--- src/rtl/mem_req_arbiter_if.sv ---
// Bundle of the CPU inst/data handshake ports and the downstream memory port.
//   slave  : arbiter view (requests and memory responses in; accepts, data returns
//            and the downstream request out)
//   master : environment view (CPU requesters and memory bridge)
interface mem_req_arbiter_if;
  localparam int unsigned AW = 32;
  localparam int unsigned DW = 32;

  // Instruction-fetch requester
  logic          inst_req;
  logic [AW-1:0] inst_addr;
  logic          inst_addr_ok;
  logic          inst_data_ok;
  logic [DW-1:0] inst_rdata;

  // Load/store requester
  logic          data_req;
  logic          data_wr;
  logic [3:0]    data_wstrb;
  logic [2:0]    data_size;
  logic [AW-1:0] data_addr;
  logic [DW-1:0] data_wdata;
  logic          data_addr_ok;
  logic          data_data_ok;
  logic [DW-1:0] data_rdata;

  // Downstream bridge port
  logic          mem_req;
  logic          mem_wr;
  logic [3:0]    mem_wstrb;
  logic [2:0]    mem_size;
  logic [AW-1:0] mem_addr;
  logic [DW-1:0] mem_wdata;
  logic          mem_addr_ok;
  logic          mem_data_ok;
  logic [DW-1:0] mem_rdata;

  modport slave (
    input  inst_req, inst_addr,
    input  data_req, data_wr, data_wstrb, data_size, data_addr, data_wdata,
    input  mem_addr_ok, mem_data_ok, mem_rdata,
    output inst_addr_ok, inst_data_ok, inst_rdata,
    output data_addr_ok, data_data_ok, data_rdata,
    output mem_req, mem_wr, mem_wstrb, mem_size, mem_addr, mem_wdata
  );

  modport master (
    output inst_req, inst_addr,
    output data_req, data_wr, data_wstrb, data_size, data_addr, data_wdata,
    output mem_addr_ok, mem_data_ok, mem_rdata,
    input  inst_addr_ok, inst_data_ok, inst_rdata,
    input  data_addr_ok, data_data_ok, data_rdata,
    input  mem_req, mem_wr, mem_wstrb, mem_size, mem_addr, mem_wdata
  );
endinterface

--- src/rtl/mem_req_arbiter.sv ---
// Shares one SRAM-like memory port between the instruction-fetch and the
// load/store requesters. Data wins by default; a starvation guard hands the
// port to inst after STARVE_LIMIT consecutive data wins, and a grant lock holds
// the selection until the address is accepted. An in-order FIFO of source IDs
// (0 = inst, 1 = data) routes each data return back to its requester.
//
// Ports:
//   clk     : clock
//   resetn  : asynchronous active-low reset; all outputs are 0 while low
//   bus     : mem_req_arbiter_if.slave (inst_*, data_*, mem_* handshakes)
//   arb_err : sticky protocol-error flag, present only with ARB_ERR_EN defined
//
// Optional feature macro: ARB_ERR_EN
module mem_req_arbiter #(
  parameter int unsigned MAX_OUT      = 4,
  parameter int unsigned STARVE_LIMIT = 8
) (
  input  logic             clk,
  input  logic             resetn,
  mem_req_arbiter_if.slave bus
`ifdef ARB_ERR_EN
  ,
  output logic             arb_err
`endif
);

  localparam int unsigned PW       = (MAX_OUT > 1) ? $clog2(MAX_OUT) : 1;
  localparam int unsigned CW       = $clog2(MAX_OUT + 1);
  localparam int unsigned SW       = (STARVE_LIMIT > 0) ? $clog2(STARVE_LIMIT + 1) : 1;
  localparam bit          GUARD_EN = (STARVE_LIMIT != 0);

  logic [MAX_OUT-1:0] r_fifo;
  logic [PW-1:0]      r_wptr;
  logic [PW-1:0]      r_rptr;
  logic [CW-1:0]      r_count;
  logic               r_lock_valid;
  logic               r_lock_src;
  logic [SW-1:0]      r_starve_cnt;

  logic w_lock_req;
  logic w_starved;
  logic w_sel;
  logic w_full;
  logic w_mem_req;
  logic w_accept;
  logic w_pop;
  logic w_head;

  assign w_lock_req = r_lock_src ? bus.data_req : bus.inst_req;
  assign w_starved  = GUARD_EN && (r_starve_cnt == SW'(STARVE_LIMIT)) && bus.inst_req;

  // Winner select: honoured lock, then starvation guard, then data over inst
  always_comb begin
    w_sel = 1'b0;
    if (r_lock_valid && w_lock_req) begin
      w_sel = r_lock_src;
    end else if (w_starved) begin
      w_sel = 1'b0;
    end else begin
      w_sel = bus.data_req;
    end
  end

  // A slot freed by a same-cycle pop is not offered until the next cycle
  assign w_full    = (r_count == CW'(MAX_OUT));
  assign w_mem_req = resetn & (bus.inst_req | bus.data_req) & ~w_full;
  assign w_accept  = w_mem_req & bus.mem_addr_ok;
  assign w_pop     = resetn & bus.mem_data_ok & (r_count != '0);
  assign w_head    = r_fifo[r_rptr];

  // Downstream request mux; inst side is always a word read
  assign bus.mem_req   = w_mem_req;
  assign bus.mem_wr    = resetn & w_sel & bus.data_wr;
  assign bus.mem_wstrb = (resetn & w_sel) ? bus.data_wstrb : 4'd0;
  assign bus.mem_size  = !resetn ? 3'd0 : (w_sel ? bus.data_size : 3'd2);
  assign bus.mem_addr  = !resetn ? 32'd0 : (w_sel ? bus.data_addr : bus.inst_addr);
  assign bus.mem_wdata = (resetn & w_sel) ? bus.data_wdata : 32'd0;

  // Zero-cycle accept pass-through and in-order return routing
  assign bus.inst_addr_ok = w_accept & ~w_sel;
  assign bus.data_addr_ok = w_accept & w_sel;
  assign bus.inst_data_ok = w_pop & ~w_head;
  assign bus.data_data_ok = w_pop & w_head;
  assign bus.inst_rdata   = resetn ? bus.mem_rdata : 32'd0;
  assign bus.data_rdata   = resetn ? bus.mem_rdata : 32'd0;

  // Source-ID FIFO
  always_ff @(posedge clk or negedge resetn) begin
    if (!resetn) begin
      r_fifo  <= '0;
      r_wptr  <= '0;
      r_rptr  <= '0;
      r_count <= '0;
    end else begin
      if (w_accept) begin
        r_fifo[r_wptr] <= w_sel;
        r_wptr         <= r_wptr + PW'(1);
      end
      if (w_pop) begin
        r_rptr <= r_rptr + PW'(1);
      end
      if (w_accept && !w_pop) begin
        r_count <= r_count + CW'(1);
      end else if (!w_accept && w_pop) begin
        r_count <= r_count - CW'(1);
      end
    end
  end

  // Grant lock; a lock whose owner dropped req is released at this edge
  always_ff @(posedge clk or negedge resetn) begin
    if (!resetn) begin
      r_lock_valid <= 1'b0;
      r_lock_src   <= 1'b0;
    end else if (bus.mem_addr_ok) begin
      r_lock_valid <= 1'b0;
    end else if (w_mem_req) begin
      r_lock_valid <= 1'b1;
      r_lock_src   <= w_sel;
    end else if (r_lock_valid && !w_lock_req) begin
      r_lock_valid <= 1'b0;
    end
  end

  // Consecutive data wins while inst waits, saturating at the limit
  always_ff @(posedge clk or negedge resetn) begin
    if (!resetn) begin
      r_starve_cnt <= '0;
    end else if (!bus.inst_req) begin
      r_starve_cnt <= '0;
    end else if (w_accept && !w_sel) begin
      r_starve_cnt <= '0;
    end else if (w_accept && w_sel && (r_starve_cnt != SW'(STARVE_LIMIT))) begin
      r_starve_cnt <= r_starve_cnt + SW'(1);
    end
  end

`ifdef ARB_ERR_EN
  logic r_arb_err;

  // Sticky: stray data return, or locked requester abandoning its request
  always_ff @(posedge clk or negedge resetn) begin
    if (!resetn) begin
      r_arb_err <= 1'b0;
    end else if ((bus.mem_data_ok && (r_count == '0)) || (r_lock_valid && !w_lock_req)) begin
      r_arb_err <= 1'b1;
    end
  end

  assign arb_err = r_arb_err;
`endif

endmodule

--- src/flat_wrapper.sv ---
// flat-port wrapper written by rule: the top's interface ports become plain ports
module mem_req_arbiter_flat 
#(
  parameter int unsigned MAX_OUT      = 4,
  parameter int unsigned STARVE_LIMIT = 8
)
  (clk, resetn, bus_inst_req, bus_inst_addr, bus_data_req, bus_data_wr, bus_data_wstrb, bus_data_size, bus_data_addr, bus_data_wdata, bus_mem_addr_ok, bus_mem_data_ok, bus_mem_rdata, bus_inst_addr_ok, bus_inst_data_ok, bus_inst_rdata, bus_data_addr_ok, bus_data_data_ok, bus_data_rdata, bus_mem_req, bus_mem_wr, bus_mem_wstrb, bus_mem_size, bus_mem_addr, bus_mem_wdata);
  mem_req_arbiter_if bus_i ();
  input  logic clk;
  input  logic resetn;
  input wire logic [$bits(bus_i.inst_req)-1:0] bus_inst_req;
  input wire logic [$bits(bus_i.inst_addr)-1:0] bus_inst_addr;
  input wire logic [$bits(bus_i.data_req)-1:0] bus_data_req;
  input wire logic [$bits(bus_i.data_wr)-1:0] bus_data_wr;
  input wire logic [$bits(bus_i.data_wstrb)-1:0] bus_data_wstrb;
  input wire logic [$bits(bus_i.data_size)-1:0] bus_data_size;
  input wire logic [$bits(bus_i.data_addr)-1:0] bus_data_addr;
  input wire logic [$bits(bus_i.data_wdata)-1:0] bus_data_wdata;
  input wire logic [$bits(bus_i.mem_addr_ok)-1:0] bus_mem_addr_ok;
  input wire logic [$bits(bus_i.mem_data_ok)-1:0] bus_mem_data_ok;
  input wire logic [$bits(bus_i.mem_rdata)-1:0] bus_mem_rdata;
  output wire logic [$bits(bus_i.inst_addr_ok)-1:0] bus_inst_addr_ok;
  output wire logic [$bits(bus_i.inst_data_ok)-1:0] bus_inst_data_ok;
  output wire logic [$bits(bus_i.inst_rdata)-1:0] bus_inst_rdata;
  output wire logic [$bits(bus_i.data_addr_ok)-1:0] bus_data_addr_ok;
  output wire logic [$bits(bus_i.data_data_ok)-1:0] bus_data_data_ok;
  output wire logic [$bits(bus_i.data_rdata)-1:0] bus_data_rdata;
  output wire logic [$bits(bus_i.mem_req)-1:0] bus_mem_req;
  output wire logic [$bits(bus_i.mem_wr)-1:0] bus_mem_wr;
  output wire logic [$bits(bus_i.mem_wstrb)-1:0] bus_mem_wstrb;
  output wire logic [$bits(bus_i.mem_size)-1:0] bus_mem_size;
  output wire logic [$bits(bus_i.mem_addr)-1:0] bus_mem_addr;
  output wire logic [$bits(bus_i.mem_wdata)-1:0] bus_mem_wdata;
  assign bus_i.inst_req = bus_inst_req;
  assign bus_i.inst_addr = bus_inst_addr;
  assign bus_i.data_req = bus_data_req;
  assign bus_i.data_wr = bus_data_wr;
  assign bus_i.data_wstrb = bus_data_wstrb;
  assign bus_i.data_size = bus_data_size;
  assign bus_i.data_addr = bus_data_addr;
  assign bus_i.data_wdata = bus_data_wdata;
  assign bus_i.mem_addr_ok = bus_mem_addr_ok;
  assign bus_i.mem_data_ok = bus_mem_data_ok;
  assign bus_i.mem_rdata = bus_mem_rdata;
  assign bus_inst_addr_ok = bus_i.inst_addr_ok;
  assign bus_inst_data_ok = bus_i.inst_data_ok;
  assign bus_inst_rdata = bus_i.inst_rdata;
  assign bus_data_addr_ok = bus_i.data_addr_ok;
  assign bus_data_data_ok = bus_i.data_data_ok;
  assign bus_data_rdata = bus_i.data_rdata;
  assign bus_mem_req = bus_i.mem_req;
  assign bus_mem_wr = bus_i.mem_wr;
  assign bus_mem_wstrb = bus_i.mem_wstrb;
  assign bus_mem_size = bus_i.mem_size;
  assign bus_mem_addr = bus_i.mem_addr;
  assign bus_mem_wdata = bus_i.mem_wdata;
  mem_req_arbiter #(.MAX_OUT(MAX_OUT), .STARVE_LIMIT(STARVE_LIMIT)) u_core (.clk(clk), .resetn(resetn), .bus(bus_i));
endmodule
--- config.mk ---
export PLATFORM = sky130hd
export DESIGN_NAME = mem_req_arbiter_flat
export DESIGN_NICKNAME = d
export VERILOG_FILES = /design/src/rtl/mem_req_arbiter_if.sv /design/src/rtl/mem_req_arbiter.sv /design/src/flat_wrapper.sv
export SDC_FILE = /design/constraint.sdc
export NUM_CORES = 1
export LEC_CHECK = 0
export CAP_MARGIN = 20
export CORE_MARGIN = 8
export CORE_UTILIZATION = 27
export CTS_CLUSTER_SIZE = 16
export DETAILED_ROUTE_END_ITERATION = 7
export PLACE_DENSITY = 0.82
export SLEW_MARGIN = 5
export SYNTH_ARGS = -nofsm -noshare
export SYNTH_HDL_FRONTEND = slang
export SYNTH_SLANG_ARGS = --single-unit
--- constraint.sdc ---
create_clock -name clk -period 2.6 [get_ports clk]
set_clock_uncertainty 0.2 [all_clocks]
set_input_delay 0.52 -clock clk [delete_from_list [all_inputs] [get_ports clk]]
set_output_delay 0.52 -clock clk [all_outputs]
set_load 0.05 [all_outputs]
[Word-level counts from Yosys, hierarchy flattened]
Index checks and enable logic that the tools add are counted.
Word-level totals
  flip-flop bits (word level): 17
  latch bits: 0
  memory bits (writable): 0
  ROM bits: 0
  input bits: 142
  word-level logic and storage cells: 75
  memories: 0
Operators by class
  add/subtract/negate cells: 5
  $mul: 0
  divide/modulo/power cells: 0
  magnitude comparators: 3
  equality and inequality tests: 4
  shift operators: 0
  mux-type cells: 23
  bitwise gates (word level): 16
  reduce and logical (&&, ||, !) cells: 17
Operator list (number)
  two-way mux 32 bit: 4
  two-way mux 4 bit: 4
  two-way mux 3 bit: 4
  AND 1 bit: 11
  logical AND 1 bit: 9
  two-way mux 1 bit: 8
  less-than comparator 2 x 3 -> 1 bit, second input constant: 2
  nonzero test 3 bit: 2
  adder 2 x 1 -> 2 bit, second input constant: 2
  adder 4 x 1 -> 4 bit, second input constant: 1
  bitwise mux 4 bit: 1
  == test 4 bit, second input constant: 1
  logical NOT 1 bit: 4
  != test 4 bit, second input constant: 1
  inverter 1 bit: 4
  adder 3 x 1 -> 3 bit, second input constant: 1
  == test 3 bit, second input constant: 1
  != test 3 x 1 -> 1 bit, second input constant: 1
  subtractor 3 x 1 -> 3 bit, second input constant: 1
  binary-select mux 1 bit (select 2 bit): 1
  demux 1 bit (select 2 bit): 1
  >= comparator 2 x 1 -> 1 bit, second input constant: 1
  AND reduction 2 bit: 1
  nonzero test 2 bit: 1
  OR 1 bit: 1

[Logic depth before layout (Yosys ltp)]
Gate-level depths: netlist (run 1).
  depth in word-level cells: 9
  gate-level depth with buffers: 11

[Least setup slack after synthesis (run 1)]
No wires, ideal clock.
  kind: register to output
  from: reg u_core.r_starve_cnt[0]
  to: out bus_mem_addr[23]
  data arrival time: 2.482 ns
  data required time: 1.880 ns
  slack: -0.602 ns
  stages on the path, launching flop included: 8
  path buffers: 1
  path through: dfrtp_1 inv_1 ha_1 nand3b_4 o311ai_4 buf_6 nand2_1 a21boi_0
On the way
  cells in the longest elaborated chain, start to end: 6
Ends and longest elaborated chain
  start, declared: RTL line mem_req_arbiter.sv:38  | logic [SW-1:0] r_starve_cnt;
  start signal, assigned: RTL line mem_req_arbiter.sv:134  | r_starve_cnt <= r_starve_cnt + SW'(1);
  == test 4 bit: RTL line mem_req_arbiter.sv:50  | assign w_starved = GUARD_EN && (r_starve_cnt == SW'(STARVE_LIMIT)) && bus.inst_req;
  logical AND 1 bit: RTL line mem_req_arbiter.sv:50
  two-way mux 1 bit: RTL line mem_req_arbiter.sv:57  | end else if (w_starved) begin
  two-way mux 1 bit: RTL line mem_req_arbiter.sv:55  | if (r_lock_valid && w_lock_req) begin
  two-way mux 32 bit (2 in a row): RTL line mem_req_arbiter.sv:76  | assign bus.mem_addr = !resetn ? 32'd0 : (w_sel ? bus.data_addr : bus.inst_addr);
  end, declared: RTL line flat_wrapper.sv:32  | output wire logic [$bits(bus_i.mem_addr)-1:0] bus_mem_addr;
No other way between the ends.

[Final worst setup path (run 1)]
  from: reg u_core.r_starve_cnt[0]
  to: out bus_mem_addr[26]
Same word-level chain as after synthesis.

==> metrics.log, run 1 <==
[metrics] result of the run: finished, violations left
[metrics] failing checks: setup timing
[metrics] cells after synthesis: 320
[metrics] signed area change from the synthesized netlist to the final layout: 215%
[metrics] Worst setup EP type: output port
[metrics] Worst setup startpoint: u_core.r_starve_cnt[0]
[metrics] max-cap violations: 0
[metrics] number of standard cells in the layout, taps in and fillers out: 690
[metrics] Setup crit end: bus_mem_addr[26]
[metrics] CTS max path bufs: 2
[metrics] final-report hold violation count: 0
[metrics] setup total negative slack: -6.85 ns
[metrics] CTS root buf: sky130_fd_sc_hd__clkbuf_8
[metrics] clk sink count: 17
[metrics] CTS tree: done
[metrics] most frequent cells in the layout: 143 x sky130_fd_sc_hd__buf_12, 138 x sky130_fd_sc_hd__clkdlybuf4s50_1, 37 x sky130_fd_sc_hd__and3_4
[metrics] Max Freq: 0.363 GHz
[metrics] routed wire length per instance: 27.6 um
[metrics] pin count of the biggest net entering global routing: 69
[metrics] kind of path behind the tightest hold check: primary input to asynchronous set/reset pin
[metrics] vias in the first global route: 3801
[metrics] clock period minus final worst setup slack: 2.76 ns
[metrics] reg-to-reg slack, setup: 0.29 ns
[metrics] number of cell rows: 34
[metrics] Syn Area/Cell: 7.31 um2
[metrics] layout cell share with drive strength beyond 1: 53.7%
[metrics] average via count per standard cell: 5.13
[metrics] netlist area before placement: 0.00234 mm2
[metrics] Detail Route Antenna Nets: 0
[metrics] number of violations reported at the end of detailed-routing iteration 0: 200
[metrics] number of nets in the layout: 732
[metrics] DRT Wirelength: 19000 um
[metrics] critical path cell sequence: inv_2 -> ha_4 -> nand3b_4 -> o311a_4 -> clkbuf_16 -> nand2_1 -> a21boi_2 -> buf_12
[metrics] number of enable flip-flop cells after synthesis: 0
[metrics] maximum VDD drop: 0.000399 V
[metrics] horizontal extent of the die: 109 um
[metrics] CP max stage cell: sky130_fd_sc_hd__o311a_4
[metrics] I/O pin count: 283
[metrics] most common cell after layout, fill and taps aside: sky130_fd_sc_hd__buf_12
[metrics] height of the chip: 109 um
[metrics] final max-slew violation count: 0
[metrics] endpoint of the worst-slack reg-to-reg timing path: u_core.r_count[1]
[metrics] leakage power figure: 0.00310 uW
[metrics] number of cells in the design after placement: 668
[metrics] length of the first detailed-routing pass in iterations: 4
[metrics] Max H-tree Level: 1
[metrics] fraction of the yosys area taken by sequential cells: 18.2%
[metrics] DPL Wire Length: 13400 um
[metrics] global routing usage summed across all routing layers: 27.9%
[metrics] leftover overflow at the end of global routing: 0
[metrics] insertion delay of the later-clocked pin in the worst-skew pair: 0.25 ns
[metrics] Setup Crit Path Kind: flip-flop to output port
[metrics] endpoint arrival time on the critical path: 2.04 ns
[metrics] post-synthesis cell type count: 42
[metrics] Reg-to-Reg Start: u_core.r_count[0]
[metrics] DRC viols: 0
[metrics] # setup viols final: 71
[metrics] overall die area: 0.0119 mm2
[metrics] setup repair after global routing missed its margin: true
[metrics] number of antenna violations at the first check in global routing: 1
[metrics] Inserted Clock Buffers: 3
[metrics] most common flop cell mapped by yosys: sky130_fd_sc_hd__dfrtp_1
[metrics] starting utilization of the core area: 27.3%
[metrics] final weighted congestion in routability-driven placement: 0.976
[metrics] slowest cell delay on critical path: 0.38 ns
[metrics] critical path required time: 1.88 ns
[metrics] count of warnings emitted by yosys: 0
[metrics] Hold WS: 0.142 ns
[metrics] async set-or-reset flop fraction in the synthesized netlist: 100%
[metrics] total of hold buffers inserted after clock tree synthesis: 0
[metrics] Register-to-Register Path Depth: 7
[metrics] number of register bits inferred by synthesis: 17
[metrics] critical-path maximum fanout: 8
[metrics] Worst Max-Slew Pin Slew: 0.624 ns
[metrics] wire length of the first global-routing pass: 24400 um
[metrics] clock-pin transition on the worst setup and hold timing paths: 0.06 ns
[metrics] CORE AREA: 0.00855 mm2
[metrics] power density over the cells: 376 mW/mm2
[metrics] Rel. slew slack: 58.4%
[metrics] vias: 3540
[metrics] final critical-path share of the clock period: 106%
[metrics] total nets after synthesis: 470
[metrics] type of element launching the critical path: flip-flop
[metrics] PnR worst setup slack: -0.155 ns
[metrics] I/O Buffers: 282
## synthesized netlist by cell type, drive strengths merged (3+ instances only)
library cell	number	area share [%]
a21boi	32	10
a21oi	3	0.64
and2	32	8.6
and3	39	10
buf	42	14
clkbuf	16	2.6
dfrtp	17	18
ha	7	3.7
inv	9	1.4
mux2	6	3.0
nand2	73	12
nand3b	3	1.5
nand4	3	0.80
nor2	7	1.1
o21ai	4	0.86
xnor2	3	1.1
xor2	3	1.1
## metrics by stage
step,area [um2],power (uW),utilization [%],worst slack [ns]
2_1_floorplan,2470,1410,-,0.00502
5_1_grt,7360,2880,86.0,-0.202
3_5_place_dp,6590,2350,77.1,-0.295
6_report,7360,2770,86.0,-0.155
3_3_place_gp,6590,2290,77.1,-0.258
4_1_cts,7200,2700,84.2,-0.183
## layout make-up
class,count,area [um2]
Timing Repair Buffer,315,4650
Multi-Input combinational cell,236,2070
Fill cell,416,1190
Sequential cell,17,427
Tap cell,108,135
Clock buffer,4,45.0
Inverter,9,33.8
Antenna cell,1,2.50
## worst max-delay path: cells and delay by family, from the launching register on
family | cells | cell delay, ns
buffers and inverters | 3 | 0.46
AO/OA/AOI/OAI | 2 | 0.58
AND/OR/NAND/NOR | 2 | 0.19
flip-flops | 1 | 0.37
adder cells (fa/ha/maj) | 1 | 0.16
## registers in the layout, summed over array words and instances, names as in the netlist
register             flops
u_core.r_lock_src        1
u_core.r_fifo            4
u_core.r_lock_valid      1
u_core.r_starve_cnt      4
u_core.r_count           3
u_core.r_wptr            2
u_core.r_rptr            2
## metal layers
layer	track usage (%)	part of all wire, %	up-vias
met3	7.09	9.4	41
met5	0	0	-
met1	28.6	34	1703
met2	53.9	53	234
met4	7.82	3.8	0
li1	-	-	1562
## worst min path at each step
stage	slack (ns)	depth (start not counted)	from	endpoint
4_1_cts	0.13	2	resetn	u_core.r_starve_cnt[3]
2_1_floorplan	0.02	0	resetn	u_core.r_count[0]
6_report	0.14	2	resetn	u_core.r_starve_cnt[3]
3_3_place_gp	0.27	1	u_core.r_rptr[1]	u_core.r_rptr[1]
3_5_place_dp	0.29	1	u_core.r_fifo[2]	u_core.r_fifo[2]
5_1_grt	0.17	2	resetn	u_core.r_lock_src
## repair_timing
action                                 CTS  global route
buffers inserted                        10             1
pin swaps                               52            30
setup endpoints to repair               76            74
cloned                                   5             3
resized for setup                       90            29
endpoints found under the hold margin    0             0
## logic make-up after synthesis
kind of cell | after synthesis | synth area share (%)
mux | 8 | 4.44
simple gates | 166 | 36.9
fa+ha+maj | 8 | 4.60
buf+inv | 67 | 18.1
compound gates | 48 | 15.6
flops | 17 | 18.2
xor+xnor | 6 | 2.25
## power breakdown
part	internal (uW)	total, uW	switching [uW]
Combinational	1060	2100	1050
Sequential	363	462	98.8
Clock	109	199	90.5
(Power assumes the default switching activity.)
==> run 2: changes to the inputs <==
CORE_AREA = 2 2 108 110   (was default)
CORE_MARGIN = default   (was 8)
CORE_UTILIZATION = default   (was 27)
DIE_AREA = 0 0 110 112   (was default)
PLACE_DENSITY = 0.66   (was 0.82)
==> metrics.log, run 2 (synthesized netlist as in run 1, its figures left out) <==
[metrics] result of the run: finished, violations left
[metrics] failing checks: setup timing
[metrics] I/O pin count: 283
[metrics] grt met1 use: 21.2%
[metrics] wire length of the first global-routing pass: 19000 um
[metrics] average via count per standard cell: 4.51
[metrics] # setup viols final: 73
[metrics] vias in the first global route: 3402
[metrics] length of the first detailed-routing pass in iterations: 6
[metrics] clk sink count: 17
[metrics] CORE AREA: 0.0112 mm2
[metrics] final weighted congestion in routability-driven placement: 0.757
[metrics] max-cap violations: 0
[metrics] kind of path behind the tightest hold check: primary input to asynchronous set/reset pin
[metrics] final critical-path share of the clock period: 105%
[metrics] DRC viols: 0
[metrics] number of cell rows: 39
[metrics] # diodes: 0
[metrics] Setup Crit Path Kind: flip-flop to output port
[metrics] critical path required time: 1.88 ns
[metrics] clock period minus final worst setup slack: 2.72 ns
[metrics] signed area change from the synthesized netlist to the final layout: 212%
[metrics] leakage power figure: 0.00304 uW
[metrics] horizontal extent of the die: 110 um
[metrics] CTS root buf: sky130_fd_sc_hd__clkbuf_16
[metrics] number of standard cells in the layout, taps in and fillers out: 718
[metrics] DRT Wirelength: 13100 um
[metrics] Inserted Clock Buffers: 3
[metrics] endpoint of the worst-slack reg-to-reg timing path: u_core.r_count[2]
[metrics] type of element launching the critical path: flip-flop
[metrics] Detail Route Antenna Nets: 0
[metrics] peak-usage layer in the global routing report: met2
[metrics] reg-to-reg slack, setup: 0.25 ns
[metrics] PnR worst setup slack: -0.119 ns
[metrics] height of the chip: 112 um
[metrics] CP max stage cell: sky130_fd_sc_hd__dfrtp_1
[metrics] critical path cell sequence: inv_2 -> ha_4 -> nand3b_4 -> buf_6 -> o311a_4 -> buf_12 -> and3_4 -> buf_12
[metrics] number of violations reported at the end of detailed-routing iteration 0: 189
[metrics] cell with the most instances on the worst path: sky130_fd_sc_hd__buf_12
[metrics] maximum VDD drop: 0.000376 V
[metrics] endpoint arrival time on the critical path: 2.00 ns
[metrics] global routing usage summed across all routing layers: 19.9%
[metrics] pin count of the biggest net entering global routing: 64
[metrics] final-report hold violation count: 0
[metrics] most common cell after layout, fill and taps aside: sky130_fd_sc_hd__buf_12
[metrics] total of hold buffers inserted after clock tree synthesis: 0
[metrics] I/O Buffers: 282
[metrics] power density over the cells: 381 mW/mm2
[metrics] number of antenna violations at the first check in global routing: 0
[metrics] slowest cell delay on critical path: 0.39 ns
[metrics] Reg-to-Reg Start: u_core.r_count[0]
[metrics] CTS max path bufs: 2
[metrics] leftover overflow at the end of global routing: 0
[metrics] insertion delay of the later-clocked pin in the worst-skew pair: 0.25 ns
[metrics] layout cell share with drive strength beyond 1: 51.8%
[metrics] clock-pin transition on the worst setup and hold timing paths: 0.05 ns
[metrics] GR met2 Demand/Resource: 38.2%
[metrics] most frequent cells in the layout: 143 x sky130_fd_sc_hd__buf_12, 137 x sky130_fd_sc_hd__clkdlybuf4s50_1, 46 x sky130_fd_sc_hd__nand2_1
[metrics] DPL Wire Length: 10200 um
[metrics] worst setup slack before clock tree synthesis: -0.346 ns
[metrics] vias: 3239
[metrics] global-route met3 utilization: 5.80%
[metrics] number of cells in the design after placement: 701
[metrics] post-layout util: 65.2%
[metrics] critical-path maximum fanout: 42
[metrics] Max Freq: 0.368 GHz
[metrics] final max-slew violation count: 0
[metrics] number of nets in the layout: 726
[metrics] CTS tree: done
[metrics] Register-to-Register Path Depth: 7
[metrics] Max H-tree Level: 1
[metrics] setup total negative slack: -7.13 ns
[metrics] biggest regs: u_core.r_fifo x4, u_core.r_starve_cnt x4, u_core.r_count x3
[metrics] Rel. slew slack: 59.5%
[metrics] setup repair after global routing missed its margin: true
[metrics] routed wire length per instance: 18.3 um
[metrics] Worst Max-Slew Pin Slew: 0.607 ns
[metrics] starting utilization of the core area: 20.9%
[metrics] Worst setup EP type: output port
[metrics] overall die area: 0.0123 mm2
run 2: cell count changes in the layout (fill, tap and decap cells not counted), sizes merged:
cell,delta
dlymetal6s2s,+1
clkdlybuf4s50,-1
diode,-1
clkdlybuf4s15,-1
buf,-5
run 2: worst max path at each step:
stage	start	to	slack (ns)	cells after the start
2_1_floorplan	resetn	bus_inst_rdata[10]	0.005	5
3_3_place_gp	bus_inst_req	bus_mem_wstrb[3]	-0.33	6
5_1_grt	u_core.r_starve_cnt[0]	bus_mem_addr[2]	-0.19	9
6_report	u_core.r_starve_cnt[0]	bus_mem_wstrb[1]	-0.12	8
3_5_place_dp	bus_inst_req	bus_mem_wdata[1]	-0.35	6
4_1_cts	u_core.r_starve_cnt[0]	bus_mem_addr[0]	-0.19	9
run 2: metrics by stage:
step | power (uW) | hold slack [ns] | cell area (um2)
after floorplan | 1410 | 0.0244 | 2470
after global placement | 2290 | 0.268 | 6620
after detailed placement | 2340 | 0.269 | 6620
after CTS | 2750 | 0.236 | 7110
after global routing | 2910 | 0.267 | 7290
final | 2780 | 0.217 | 7290
run 2: final cells by class:
cell class	instances	area, um2
Fill cell	854	3890
Clock buffer	4	78.8
Sequential cell	17	425
Multi-Input combinational cell	236	2010
Timing Repair Buffer	309	4560
Tap cell	143	179
Inverter	9	33.8
run 2: power breakdown:
part	switching [uW]	internal, uW	leakage (uW)
clock	103	208	0.0000382
sequential	97.4	364	0.000212
combinational	974	1030	0.00279
run 2: critical path, delay by kind of cell (launching register included):
kind	cells	cell delay [ns]
buf+inv	4	0.54
flops	1	0.39
compound gates	1	0.33
simple gates	2	0.30
fa+ha+maj	1	0.14
run 2: what timing repair did:
item                                    4_1_cts  5_1_grt
endpoints found under the setup margin       76       75
cloned                                        3        2
hold endpoints to repair                      0        0
resized for setup                            68       35
buffers inserted                              7        1
pin swaps                                    41       27
run 2: per-layer routing:
layer	routed length, um	up-vias
li1	-	1555
met1	4450	1513
met2	7230	157
met3	1300	14
met4	130	0
met5	0	-
